## src/rtl/wdata_chan_mngr.sv

```systemverilog
// Write-data channel manager: arbitrates for the data channel and streams each queued
// 128-bit payload as WDC_BEATS beats. Optional macro WDC_PARITY_EN adds per-byte even parity on w_par.
module wdata_chan_mngr #(
   parameter int WDC_DW       = 32,
   parameter int WDC_BEATS    = 4,
   parameter int WDC_PEND_MAX = 4
) (
   input  logic                clk,
   input  logic                rst_n,
   output logic                req_wd,
   input  logic                gnt_wd,
   output logic                w_valid,
   input  logic                w_ready,
   output logic [3:0]          w_id,
   output logic [WDC_DW-1:0]   w_data,
   output logic                w_last,
   input  logic                next_rq,
   input  logic [3:0]          next_id,
   input  logic [127:0]        next_data,
   output logic                ren_id_data,
   output logic                pend_ovf
`ifdef WDC_PARITY_EN
   ,
   output logic [WDC_DW/8-1:0] w_par
`endif
);

   // state | meaning
   // IDLE  | no payload in flight; leave when a payload is pending
   // AREQ  | requesting the data channel, waiting for gnt_wd
   // BOUT  | streaming beats of the head payload

   localparam int BW = $clog2(WDC_BEATS);
   localparam int PW = $clog2(WDC_PEND_MAX) + 1;
   localparam logic [BW-1:0] LAST_BEAT = BW'(WDC_BEATS - 1);
   localparam logic [PW-1:0] PEND_FULL = PW'(WDC_PEND_MAX);

   typedef enum logic [1:0] {IDLE, AREQ, BOUT} state_t;

   state_t            state;
   logic [BW-1:0]     beat_cnt;
   logic [PW-1:0]     pend_cnt;
   logic [WDC_DW-1:0] beat_word;

   always_ff @(posedge clk or negedge rst_n) begin
      if (!rst_n) begin
         state    <= IDLE;
         beat_cnt <= '0;
         req_wd   <= 1'b0;
         w_valid  <= 1'b0;
      end else begin
         case (state)
            IDLE: begin
               if (pend_cnt != '0) begin
                  state  <= AREQ;
                  req_wd <= 1'b1;
               end
            end
            AREQ: begin
               if (gnt_wd) begin
                  state   <= BOUT;
                  req_wd  <= 1'b0;
                  w_valid <= 1'b1;
               end
            end
            BOUT: begin
               if (w_ready) begin
                  if (beat_cnt == LAST_BEAT) begin
                     beat_cnt <= '0;
                     state    <= IDLE;
                     w_valid  <= 1'b0;
                  end else begin
                     beat_cnt <= beat_cnt + 1'b1;
                  end
               end
            end
            default: begin
               state    <= IDLE;
               beat_cnt <= '0;
               req_wd   <= 1'b0;
               w_valid  <= 1'b0;
            end
         endcase
      end
   end

   // A push and a pop in the same cycle cancel; a push into a full count is lost and flagged.
   always_ff @(posedge clk or negedge rst_n) begin
      if (!rst_n) begin
         pend_cnt <= '0;
         pend_ovf <= 1'b0;
      end else if (next_rq && !ren_id_data) begin
         if (pend_cnt == PEND_FULL) pend_ovf <= 1'b1;
         else                       pend_cnt <= pend_cnt + 1'b1;
      end else if (!next_rq && ren_id_data) begin
         pend_cnt <= pend_cnt - 1'b1;
      end
   end

   always_comb begin
      beat_word = next_data[int'(beat_cnt)*WDC_DW +: WDC_DW];
   end

   // Data and id are forced to zero outside BOUT so every output is quiet in reset and idle.
   assign w_last      = w_valid & (beat_cnt == LAST_BEAT);
   assign ren_id_data = w_last & w_ready;
   assign w_id        = w_valid ? next_id : 4'h0;
   assign w_data      = w_valid ? beat_word : '0;

`ifdef WDC_PARITY_EN
   for (genvar i = 0; i < WDC_DW/8; i++) begin : g_par
      assign w_par[i] = ^w_data[i*8 +: 8];
   end
`endif

endmodule

```

## config.mk

```make
export PLATFORM = sky130hd
export DESIGN_NAME = wdata_chan_mngr
export DESIGN_NICKNAME = d
export VERILOG_FILES = /design/src/rtl/wdata_chan_mngr.sv
export SDC_FILE = /design/constraint.sdc
export NUM_CORES = 1
export LEC_CHECK = 0
export BUFFER_PORTS_ARGS = -buffer_cell sky130_fd_sc_hd__buf_2
export CORE_AREA = 2 2 69 71
export CTS_CLUSTER_DIAMETER = 60
export DETAILED_ROUTE_END_ITERATION = 10
export DIE_AREA = 0 0 71 73
export PLACE_DENSITY = 0.85
export SLEW_MARGIN = 20
export SYNTH_ARGS = -nofsm -noshare
export SYNTH_HDL_FRONTEND = slang
export SYNTH_SLANG_ARGS = --single-unit
```

## constraint.sdc

```tcl
create_clock -name clk -period 4.9 [get_ports clk]
set_input_delay 1.47 -clock clk [delete_from_list [all_inputs] [get_ports clk]]
set_output_delay 1.47 -clock clk [all_outputs]
set_load 0.01 [all_outputs]
```

# Yosys cells after proc, flatten, opt, wreduce, memory -nomap -nowiden
# Index checks and enable logic that the tools add are counted.
# word_totals
input_bits	137
output_inout_bits	41
latchBits	0
romBits	0
ramBits	0
mem_count	0
regBits	10
# classes
n_mul	0
n_bitwise	5
eq_ne	9
shifts	1
n_mux	20
n_lt_le_gt_ge	0
n_div	0
n_reduce_logical	14
n_addsub	3
# ops
op	n
$shiftx 128x8->32	1
$mux 32	1
$mux 2	6
$ne 2x2->1 const B	5
$mux 3	3
$reduce_and 4->1	2
$pmux 1 s3	2
$pmux 2 s3	1
$reduce_and 2->1	3
$mux 1	5
$eq 2x2->1 const B	2
$mux 4	1
$pmux 2 s2	1
$add 3x1->3 const B	1
$eq 3x3->1 const B	1
$not 1->1	3
$reduce_and 3->1	1
$reduce_bool 3->1	1
$sub 3x1->3 const B	1
$add 2x1->2 const B	1
$and 1x1->1	2
$eq 2x1->1 const B	1
$logic_and 1x1->1	2
$logic_not 1->1	2
other kinds (3)	3

# Logic depth before layout (Yosys ltp)
# logic_depth
ltp_word	7
mapped_depth	7
depth_no_buf	7

# Worst setup path before layout
# Ideal clock, no wire load.
# synth_path
path_type	input to output
start	in next_data[32]
end	out w_data[0]
path_buffers	0
required_ns	3.430
t_arrival_ns	2.123
stages	2
setup_slack_ns	1.307
path_cell_list	mux4_1 -> and2_1
# synth_between
elab_chain_len	2
# synth_lines
item	line_no	text
from (decl)	19	input logic [127:0] next_data,
$shiftx 128x8->32	101	beat_word = next_data[int'(beat_cnt)*WDC_DW +: WDC_DW];
$mux 32	108	assign w_data = w_valid ? beat_word : '0;
to (decl)	15	output logic [WDC_DW-1:0] w_data,
# Every way passes these cells.

# Worst setup path in the final report
# layout_path
start	in next_data[63]
end	out w_data[31]
# Same word-level chain as after synthesis.

==> qor.yml <==
clockBufferDepth: 2
viasPerCell: 5.23
synth_area_leaders: "mux4_2, dfrtp_1, and2_1, mux4_1, a21oi_1"
cts_setup_buffers: 0
power-per-cell-area_mw_per_mm2: 496
cap_violations: 0
grt.overflow.total: 0
n_antenna_cell: 0
path_cells: "buf_2 -> mux4_1 -> and2_1 -> buf_2"
drt-pass1-iter-count: 4
die_x_um: 71
crit_path_max_incr_delay_ns: 0.49
grt_first_pass_wirelength_mm: 8.20
cp_max_fo: 1
syn_nets: 280
worst-setup-path-type: "input pin to output pin"
grt_max_degree: 41
clkLatencyLatePin_ns: 0.24
fmax_ghz: 0.261
routedWlPerCell_um: 15.7
whs_ns: 0.481
grtUsageMet2: 0.349
relSlewSlack: 0.564
io_buffers: 177
ys_types: 31
drive_above_1_share: 0.689
worstHoldPathType: "flop to flop"
grt.total_usage: 0.201
die_h_um: 73
peakVddDrop_v: 0.000367
ios: 178
routed_wl_mm: 5.72
synth-main-ff-cell: "dfrtp_1"
syn-cell-area_sq_mm: 0.00161
grt-busiest-layer: "met2"
root_buffer: "clkbuf_8"
num_rows: 25
antenna_found_initial: 0
critPathArrivalTime_ns: 2.36
htreeDepth: 1
globalRouteMet1Util: 0.249
grt_pass1_vias: 1741
ys_ff_latch: 10
hold_viol_final: 0
slew_viol_final: 0
clk_pin_slew_ns: 0.05
fin_nets: 449
syn-instance-count: 141
dp_slack_ns: 1.06
synth_top_area_share: 0.393
gp_congestion: 0.805
seq_area_frac_synth: 0.156
setup_ws_ns: 1.07
yosysWarnings: 0
status: "finished clean"
crit_required_ns: 3.43
synthArstFlopShare: 1.00
cts_tree: "yes"
synthToLayoutAreaGrowth_pct: 57.0
post-route-min-period_ns: 3.83
yosys.area.top_type: "mux4_2"
die-area_sq_mm: 0.00518
start_kind: "input pin"
finalSetupTns_ns: 0
power.leakage_nw: 1.28
fin_worst_skew_ns: 0.00381
drt_iter0_drc: 48
cts_made_buffers: 3
ant_nets: 0
hpwl_mm: 4.68
cp-end-kind: "output pin"
worstMarginPinSlew_ns: 0.653
rsz0062_at_grt: "no"
met3_usage: 0.0483
drc: 0
totalPowerFinal_mw: 1.25
clkSinkCount: 10
ctsResizeCount: 0
syn_avg_cell_area_sq_um: 11.4
synth.most_common_cell: "and2_1"
post-route-period-util: 0.782
initial_core_util: 0.354
cpMostUsedCell: "buf_2"
coreArea_sq_mm: 0.00454
finalSetupViolCount: 0
synthTopCellsByCount: "and2_1, mux4_2, dfrtp_1"
hold_buffers: 0
crit_slowest_cell: "mux4_1"
vias: 1899
synth_edf_count: 0
-- area by class of cell --
class / count / area [sq um]
multi-input cells: 111 / 1230
repair buffers: 179 / 901
inverters: 5 / 18.8
clock buffers: 4 / 55.1
flip-flops and latches: 10 / 254
well taps: 54 / 67.6
fillers: 421 / 2010
-- power breakdown --
group          switching (mW)  internal (mW)
Sequential              0.142          0.123
Clock                  0.0362         0.0710
Combinational           0.361          0.518
-- worst max-delay path: cells and delay by family --
kind / cells / cell delay, ns
buffers and inverters: 2 / 0.23
and+or+nand+nor: 1 / 0.17
muxes: 1 / 0.49
-- metal layers --
| layer | part of all wire | up-vias |
|---|---|---|
| li1 | - | 884 |
| met1 | 0.38 | 907 |
| met2 | 0.51 | 97 |
| met3 | 0.097 | 11 |
| met4 | 0.019 | 0 |
| met5 | 0 | - |
-- placed cells by master, fill, tap and decap left out, drive strengths merged, types with 2 or more instances in the layout --
cell      n
o21ai     4
and2     37
a21oi     8
nor3      2
nor2      5
mux4     32
o22ai     2
buf     179
nand2     5
clkbuf    4
nand3     2
dfrtp    10
inv       5
-- path summary, 6_finish.rpt --
check                                    from     endpoint  slack (ns)  depth (start not counted)
worst max-delay path            next_data[63]   w_data[31]        1.07                          4
worst min-delay path                 pend_ovf     pend_ovf        0.48                          1
worst max register to register    beat_cnt[0]  pend_cnt[2]        2.31                          6
worst min register to register       pend_ovf     pend_ovf        0.48                          1
max in group asynchronous               rst_n  beat_cnt[0]        3.61                          1
min in group asynchronous               rst_n       req_wd        1.08                          1
-- kinds of logic after synthesis --
group	count (synthesis)	synth area share
buffers and inverters	20	0.0810
DFF	10	0.156
xor gates and xnor gates	1	0.00545
adders and majority gates	2	0.0202
AOI/OAI and AO/OA	17	0.0623
muxes	33	0.464
and+or+nand+nor	58	0.211
-- registers in the layout, summed over array words and instances, names as in the netlist --
| name | cells |
|---|---|
| beat_cnt | 2 |
| req_wd | 1 |
| pend_ovf | 1 |
| pend_cnt | 3 |
| w_valid | 1 |
| state | 2 |
-- stage by stage --
| step | utilization | cells | area (sq um) |
|---|---|---|---|
| floorplan | - | 141 | 1610 |
| global placement | 0.543 | 359 | 2460 |
| detailed placement | 0.543 | 359 | 2460 |
| CTS | 0.556 | 363 | 2520 |
| global route | 0.556 | 363 | 2520 |
| finish | 0.556 | 363 | 2520 |
No activity file was read; power rests on OpenSTA's default activity.
